==> config.mk <==
export PLATFORM = sky130hd
export DESIGN_NAME = fetch_unit_flat
export DESIGN_NICKNAME = d
export VERILOG_FILES = /design/src/rtl/fetch_unit_pkg.sv /design/src/rtl/rv32i_types.sv /design/src/rtl/fetch_unit_if.sv /design/src/rtl/fetch_unit.sv /design/src/flat_wrapper.sv
export SDC_FILE = /design/constraint.sdc
export NUM_CORES = 1
export LEC_CHECK = 0
export CAP_MARGIN = 20
export CORE_MARGIN = 4
export CORE_UTILIZATION = 53
export DETAILED_ROUTE_END_ITERATION = 8
export PLACE_DENSITY_LB_ADDON = 0.15
export SYNTH_ARGS = -nofsm -noshare
export SYNTH_HDL_FRONTEND = slang
export SYNTH_SLANG_ARGS = --single-unit
==> constraint.sdc <==
create_clock -name clk -period 7.8 [get_ports clk]
set_clock_uncertainty 0.2 [all_clocks]
set_input_delay 1.56 -clock clk [delete_from_list [all_inputs] [get_ports clk]]
set_output_delay 1.56 -clock clk [all_outputs]
set_load 0.05 [all_outputs]
==> src/rtl/fetch_unit_pkg.sv <==
// Fetch-unit parameters, state encoding and PC helper.
package fetch_unit_pkg;

   localparam logic [31:0] RESET_PC_DEFAULT = 32'h1eceb000;
   localparam logic [3:0]  RMASK_WORD       = 4'hF;

   typedef enum logic [1:0] {
      S_REQ   = 2'd0,
      S_WAIT  = 2'd1,
      S_STALL = 2'd2
   } fetch_state_e;

   function automatic logic [31:0] pc_inc(input logic [31:0] pc);
      return pc + 32'd4;
   endfunction

endpackage

==> src/rtl/rv32i_types.sv <==
// Shared RV32I datapath types used across the frontend and backend.
package rv32i_types;

   typedef struct packed {
      logic [31:0] pc;
      logic [31:0] inst;
      logic [31:0] pc_next;
   } fetch_pkt_t;

endpackage

==> src/rtl/fetch_unit_if.sv <==
// Redirect, instruction-memory and instruction-queue signals seen by the fetch unit.
interface fetch_unit_if;
   import rv32i_types::*;

   logic        redirect_valid;
   logic [31:0] redirect_pc;
   logic [31:0] imem_addr;
   logic [3:0]  imem_rmask;
   logic [31:0] imem_rdata;
   logic        imem_resp;
   logic        iq_enq;
   fetch_pkt_t  iq_data;
   logic        iq_full;

   modport master (
      input  redirect_valid, redirect_pc, imem_rdata, imem_resp, iq_full,
      output imem_addr, imem_rmask, iq_enq, iq_data
   );

   modport slave (
      output redirect_valid, redirect_pc, imem_rdata, imem_resp, iq_full,
      input  imem_addr, imem_rmask, iq_enq, iq_data
   );

endinterface

==> src/rtl/fetch_unit.sv <==
// Fetch unit: one outstanding imem read, packets pushed into the instruction queue,
// redirects squash in-flight data and restart at the new PC.
module fetch_unit
   import rv32i_types::*;
   import fetch_unit_pkg::*;
#(
   parameter logic [31:0] RESET_PC = RESET_PC_DEFAULT
) (
   input  logic         clk,
   input  logic         rst,
   fetch_unit_if.master bus
);

   fetch_state_e state_q, state_d;
   logic [31:0]  pc_q, pc_d;
   logic         discard_q, discard_d;
   fetch_pkt_t   hold_q, hold_d;

   logic [31:0]  imem_addr;
   logic [3:0]   imem_rmask;
   logic         iq_enq;
   fetch_pkt_t   iq_data;
   fetch_pkt_t   pkt;

   assign pkt = '{pc: pc_q, inst: bus.imem_rdata, pc_next: pc_inc(pc_q)};

   always_comb begin
      state_d    = state_q;
      pc_d       = pc_q;
      discard_d  = discard_q;
      hold_d     = hold_q;
      imem_addr  = pc_q;
      imem_rmask = 4'h0;
      iq_enq     = 1'b0;
      iq_data    = hold_q;

      if (rst) begin
         state_d = state_q;
      end else if (bus.redirect_valid) begin
         // Redirect wins: nothing is enqueued or requested this cycle.
         pc_d = bus.redirect_pc & ~32'h3;
         unique case (state_q)
            S_WAIT: begin
               if (bus.imem_resp) begin
                  state_d   = S_REQ;
                  discard_d = 1'b0;
               end else begin
                  discard_d = 1'b1;
               end
            end
            S_STALL: begin
               state_d = S_REQ;
               hold_d  = '0;
            end
            default: state_d = S_REQ;
         endcase
      end else begin
         unique case (state_q)
            S_REQ: begin
               imem_rmask = RMASK_WORD;
               state_d    = S_WAIT;
            end
            S_WAIT: begin
               if (bus.imem_resp) begin
                  if (discard_q) begin
                     discard_d = 1'b0;
                     state_d   = S_REQ;
                  end else if (!bus.iq_full) begin
                     // Enqueue and issue the next request back to back.
                     iq_enq     = 1'b1;
                     iq_data    = pkt;
                     pc_d       = pc_inc(pc_q);
                     imem_addr  = pc_inc(pc_q);
                     imem_rmask = RMASK_WORD;
                  end else begin
                     hold_d  = pkt;
                     state_d = S_STALL;
                  end
               end
            end
            S_STALL: begin
               if (!bus.iq_full) begin
                  iq_enq  = 1'b1;
                  pc_d    = pc_inc(pc_q);
                  state_d = S_REQ;
               end
            end
            default: state_d = S_REQ;
         endcase
      end
   end

   always_ff @(posedge clk) begin
      if (rst) begin
         state_q   <= S_REQ;
         pc_q      <= RESET_PC;
         discard_q <= 1'b0;
         hold_q    <= '0;
      end else begin
         state_q   <= state_d;
         pc_q      <= pc_d;
         discard_q <= discard_d;
         hold_q    <= hold_d;
      end
   end

   assign bus.imem_addr  = imem_addr;
   assign bus.imem_rmask = imem_rmask;
   assign bus.iq_enq     = iq_enq;
   assign bus.iq_data    = iq_data;

endmodule
==> src/flat_wrapper.sv <==
// flat-port wrapper written by rule: the top's interface ports become plain ports
module fetch_unit_flat import rv32i_types::*; import fetch_unit_pkg::*;
#(
   parameter logic [31:0] RESET_PC = RESET_PC_DEFAULT
)
  (clk, rst, bus_redirect_valid, bus_redirect_pc, bus_imem_rdata, bus_imem_resp, bus_iq_full, bus_imem_addr, bus_imem_rmask, bus_iq_enq, bus_iq_data);
  fetch_unit_if bus_i ();
  input  logic clk;
  input  logic rst;
  input wire logic [$bits(bus_i.redirect_valid)-1:0] bus_redirect_valid;
  input wire logic [$bits(bus_i.redirect_pc)-1:0] bus_redirect_pc;
  input wire logic [$bits(bus_i.imem_rdata)-1:0] bus_imem_rdata;
  input wire logic [$bits(bus_i.imem_resp)-1:0] bus_imem_resp;
  input wire logic [$bits(bus_i.iq_full)-1:0] bus_iq_full;
  output wire logic [$bits(bus_i.imem_addr)-1:0] bus_imem_addr;
  output wire logic [$bits(bus_i.imem_rmask)-1:0] bus_imem_rmask;
  output wire logic [$bits(bus_i.iq_enq)-1:0] bus_iq_enq;
  output wire logic [$bits(bus_i.iq_data)-1:0] bus_iq_data;
  assign bus_i.redirect_valid = bus_redirect_valid;
  assign bus_i.redirect_pc = bus_redirect_pc;
  assign bus_i.imem_rdata = bus_imem_rdata;
  assign bus_i.imem_resp = bus_imem_resp;
  assign bus_i.iq_full = bus_iq_full;
  assign bus_imem_addr = bus_i.imem_addr;
  assign bus_imem_rmask = bus_i.imem_rmask;
  assign bus_iq_enq = bus_i.iq_enq;
  assign bus_iq_data = bus_i.iq_data;
  fetch_unit #(.RESET_PC(RESET_PC)) u_core (.clk(clk), .rst(rst), .bus(bus_i));
endmodule
* Word-level counts from Yosys, hierarchy flattened
Index checks and enable logic that the tools add are counted.
Widths: inputs -> output; s select.
** Operators by class
- Muxes and demuxes :: 45
- Add/subtract/negate cells :: 1
- Reduce and logical (&&, ||, !) cells :: 10
- Equal/unequal tests :: 7
** Operators by type and width (count)
- $mux 96 :: 12
- $mux 32 :: 7
- $pmux 32 s2 :: 1
- $add 32x3->32 const B :: 1
- $mux 4 :: 5
- $mux 2 :: 7
- $mux 1 :: 10
- $pmux 4 s2 :: 1
- $reduce_bool 2->1 :: 4
- $pmux 2 s3 :: 1
- $reduce_and 5->1 :: 1
- $ne 2x2->1 const B :: 2
- $ne 4x3->1 const B :: 1
- $ne 3x3->1 const B :: 1
- $reduce_and 3->1 :: 1
- $reduce_bool 3->1 :: 1
- $eq 2x1->1 const B :: 1
- $eq 2x2->1 const B :: 1
- $logic_not 2->1 :: 1
- $ne 2x1->1 const B :: 1
- $pmux 1 s2 :: 1
- $reduce_and 2->1 :: 1
- $reduce_or 2->1 :: 1
** Word-level totals
- Input bits :: 69
- Output and inout bits :: 133
- Register bits after elaboration :: 131
- Word-level logic and storage cells :: 70

* Logic depth before layout (Yosys ltp)
- Depth in word-level cells :: 7
- Gate-level depth with buffers :: 9
- Depth with buffers taken out :: 7

* Worst setup path before layout
OpenSTA, ideal clock, no wires.
- Path kind :: input to output
- Start :: in bus_iq_full
- End :: out bus_iq_data[28]
- Arrival :: 3.599 ns
- Required time :: 6.040 ns
- Path buffers :: 2
- Stages :: 5
- Slack :: 2.441 ns
- Cells stage by stage :: nor3b_2 > nand3_1 > clkbuf_1 > clkbuf_1 > o21ai_0
** Between the ends
- Word-level cells in the longest chain between the ends :: 6
** Ends and longest elaborated chain
- start, declared :: line flat_wrapper.sv:14 : input wire logic [$bits(bus_i.iq_full)-1:0] bus_iq_full;
- $mux 96 :: line fetch_unit.sv:68 : end else if (!bus.iq_full) begin
- $mux 96 :: line fetch_unit.sv:65 : if (discard_q) begin
- $mux 96 :: line fetch_unit.sv:64 : if (bus.imem_resp) begin
- $mux 96 :: line fetch_unit.sv:58 : unique case (state_q)
- $mux 96 :: line fetch_unit.sv:39 : end else if (bus.redirect_valid) begin
- $mux 96 :: line fetch_unit.sv:37 : if (rst) begin
- end, declared :: line flat_wrapper.sv:18 : output wire logic [$bits(bus_i.iq_data)-1:0] bus_iq_data;
No other way between the ends.

* Worst setup path after layout
- Start :: in bus_imem_resp
- End :: out bus_imem_addr[20]
** Between the ends
- Word-level cells in the longest chain between the ends :: 4
** Ends and longest elaborated chain
- start, declared :: line flat_wrapper.sv:13 : input wire logic [$bits(bus_i.imem_resp)-1:0] bus_imem_resp;
- $mux 32
- $mux 32 :: line fetch_unit.sv:58
- $mux 32 :: line fetch_unit.sv:39
- $mux 32 :: line fetch_unit.sv:37
- end, declared :: line flat_wrapper.sv:15 : output wire logic [$bits(bus_i.imem_addr)-1:0] bus_imem_addr;
No other way between the ends.

==> summary.md <==
| Metric | Value |
|---|---|
| Status | completed |
| Hold EP | u_core.hold_q[24] |
| Top_reg_cell synth | dfxtp_1 |
| Post-Syn Area | about 7500 um^2 |
| Final min period | 6.45 ns |
| DR iter-0 viols | 785 |
| GRT Residual Overflow | 0 |
| Num CTS Buffers | 17 |
| Slew Viols, Final | 0 |
| TNS Setup | 0 ns |
| Clk root buf | clkbuf_16 |
| Hold_ws | roughly 0.26 ns |
| Final-report setup violation count | 0 |
| Die width | ~130 um |
| Util after Layout | 71.4% |
| R2r setup slk | 4.25 ns |
| Row count | 43 |
| Core ar. | about 14,000 um^2 |
| Post-CTS setup buffers | 0 |
| Number of H-tree levels | 4 |
| Tcrit/Tclk final | 82.7% |
| Pint | 1.29 mW |
| Share of cells above drive strength 1 | 5.96% |
| Worst hold path type | reg2reg |
| First-pass GRT wire length | approximately 38,000 um |
| Clock Tree Buf Depth | 2 |
| Clk_lat worst skew | between 0.4 and 0.5 ns |
| Reg2reg end | u_core.hold_q[93] |
| Area of the multi-input gates | around 4500 um^2 |
| Vias in the first global route | 7,320 |
| Top cells by area, synth | dfxtp_1, nand2_1, a22oi_1 |
| Largest net degree at the start of global routing | 79 |
| Max Cap Viol | 0 |
| Diodes inserted | 0 |
| Place WS | around 1.4 ns |
| CTS tree | yes |
| Layout Nets | approximately 1,200 |
| R2R depth | 9 |
| Req. time, crit path | around 6.0 ns |
| Comb pwr share | around 17% |
| Worst Path Max Fanout | around 60 |
| WL/cell | 17.5 um |
| Hold path start | u_core.hold_q[24] |
| Worst Setup Path Type | in2out |
| Worst vdd ir | ~0.14 mV |
| Fillcell total | 1,179 |
| Cts hold-fix bufs | 0 |
| Asr flop ratio synth | 0% |
| Startpoint Class | primary input |
| Power per cell area | 183 nW/um^2 |
| Synth top area share | 33.4% |
| Post-DP HPWL | 16,100 um |
| Hold Path Cell Cnt | 1 |
| IO Pins | 202 |
| Clock-pin slew on the worst setup and hold paths | roughly 0.06 ns |
| Worst path arrival time | between 4 and 5 ns |
| Detailed-route DRC error count | 0 |
| Via count | approximately 8,000 |
| Least-Margin Pin Slew | roughly 1.0 ns |
| Antenna violations before repair | 0 |
| Worst slew margin | a little under 30% |
| FMAX | roughly 160 MHz |
| Synth top cells by count | nand2_1, nor2_1, dfxtp_1 |
| Psw | 0.529 mW |
| All-layer global routing usage | roughly 29% |
| First-pass DRT Iterations | 6 |
| Starting density of the core | 53.9% |
| Post-synth cell types | 70 |
| Reg-to-Reg Start | u_core.state_q[1] |
| Most frequent cell after synthesis | nand2_1 |
| CTS Sinks | between 100 and 150 |
| Switching portion of total power | between 20 and 30% |
| Register area | roughly 2500 um^2 |
| Setup WS post-layout | roughly 1.3 ns |
| GPL Wtd Cong | between 0.9 and 1 |
| Yosys top cell by area | dfxtp_1 |
| Synthesized instance count | 1,045 |
| Layout area overhead | 32.5% |
| Clock power share | 44.6% |
| Post-synth EDFFs | 0 |
| Post-route ant nets | 0 |
| Drt via density | approximately 5.9 |
| Mapped Avg Cell Area | 7.16 um^2 |
| CP endpoint kind | output pin |
| CTS resizes | 0 |
| RSZ-0062 raised after global routing | no |
| Drt total wl | ~24,000 um |
| Die height | 127 um |
| Leak | between 3 and 4 nW |
| Hold Violations, Final | 0 |
| Synthesized flop and latch total | 125 |
| Die Footprint | between 15,000 and 20,000 um^2 |
| YS warnings | 0 |
| Share of power burned in registers | 38.6% |
| Port Buf Inserts | a little under 200 |
| Sequential-to-total area share from yosys stat | about a third |
-- cells in the final DEF, fill, tap and decap left out, types with 4 or more instances in the layout --
master	instances
clkdlybuf4s50_1	191
nor2b_1	4
inv_1	9
a221oi_1	4
nor4_1	6
a22oi_1	64
a211oi_1	6
a2bb2oi_1	7
clkbuf_16	17
a31oi_1	5
ha_1	4
o311a_1	4
buf_4	13
and3_1	5
nor2_1	126
nand3_1	18
or3_1	4
a21oi_1	39
o22ai_1	4
nand4_1	11
dfxtp_1	125
o31ai_1	5
o21ai_0	54
nand2_1	255
xor2_1	37
and4_1	7
o2bb2ai_1	18
conb_1	6
nor3_1	18
xnor2_1	24
mux2i_1	5
-- final cells by class --
class	count	area share, %
clock buffer	20	4.61
clock inverter	10	1.41
inverter	9	0.341
multi-input combinational	802	45.4
sequential	125	25.2
tap	180	2.27
timing repair buffer	208	20.8
-- logic make-up (layout without fill, tap and decap cells) --
kind of cell,count (synthesis),after routing,synth area share (%)
adders and majority gates,4,4,0.669
DFF,125,125,33.4
and+or+nand+nor,490,490,29.4
xor gates and xnor gates,61,61,7.14
AOI/OAI and AO/OA,234,234,21.2
other,1,6,0.0501
buffers and inverters,123,247,7.19
muxes,7,7,0.970
-- metal layers --
layer	routed length, um	global-route usage [%]	share of wire (%)
met1	9470	35.2	40
met2	11100	46.5	47
met3	2100	8.29	8.9
met4	977	14.0	4.1
met5	0	0	0
-- metrics by stage --
| stage | cells | power, mW | instance area [um^2] |
|---|---|---|---|
| after detailed placement | 1323 | 1.02 | 9320 |
| after global placement | 1323 | 1.01 | 9320 |
| after global routing | 1354 | 1.87 | 9920 |
| final | 1354 | 1.82 | 9920 |
| after floorplan | 1050 | 0.905 | 7500 |
| after CTS | 1353 | 1.82 | 9910 |
-- power by group through the flow --
stage          Sequential (mW)  Clock (mW)  Combinational, mW
6_report                 0.701       0.811              0.306
5_1_grt                  0.703       0.845              0.326
4_1_cts                  0.699       0.813              0.305
3_5_place_dp             0.713           0              0.304
3_3_place_gp             0.712           0              0.301
2_1_floorplan            0.678           0              0.227
-- how the worst max path moves through the flow --
stage	cells past startpoint	start	slack [ns]	to
3_5_place_dp	7	bus_imem_resp	1.38	bus_imem_addr[20]
4_1_cts	7	bus_imem_resp	1.38	bus_imem_addr[20]
2_1_floorplan	5	bus_iq_full	2.44	bus_iq_data[28]
3_3_place_gp	7	bus_imem_resp	1.41	bus_imem_addr[20]
6_report	7	bus_imem_resp	1.35	bus_imem_addr[20]
5_1_grt	7	bus_imem_resp	1.14	bus_imem_addr[20]
-- critical path, stage by stage --
cell and delay, ns:
clkdlybuf4s50_1 0.59, nor3b_2 0.31, nand3_4 0.60, buf_4 0.43, nor2_1 0.13, xor2_1 0.22, clkdlybuf4s50_1 0.84
-- flip-flops by register name, indices dropped and copies added, names as in the netlist --
register / cells
u_core.hold_q: 92
u_core.pc_q: 30
u_core.state_q: 2
u_core.discard_q: 1
No activity file was read; power rests on OpenSTA's default activity.
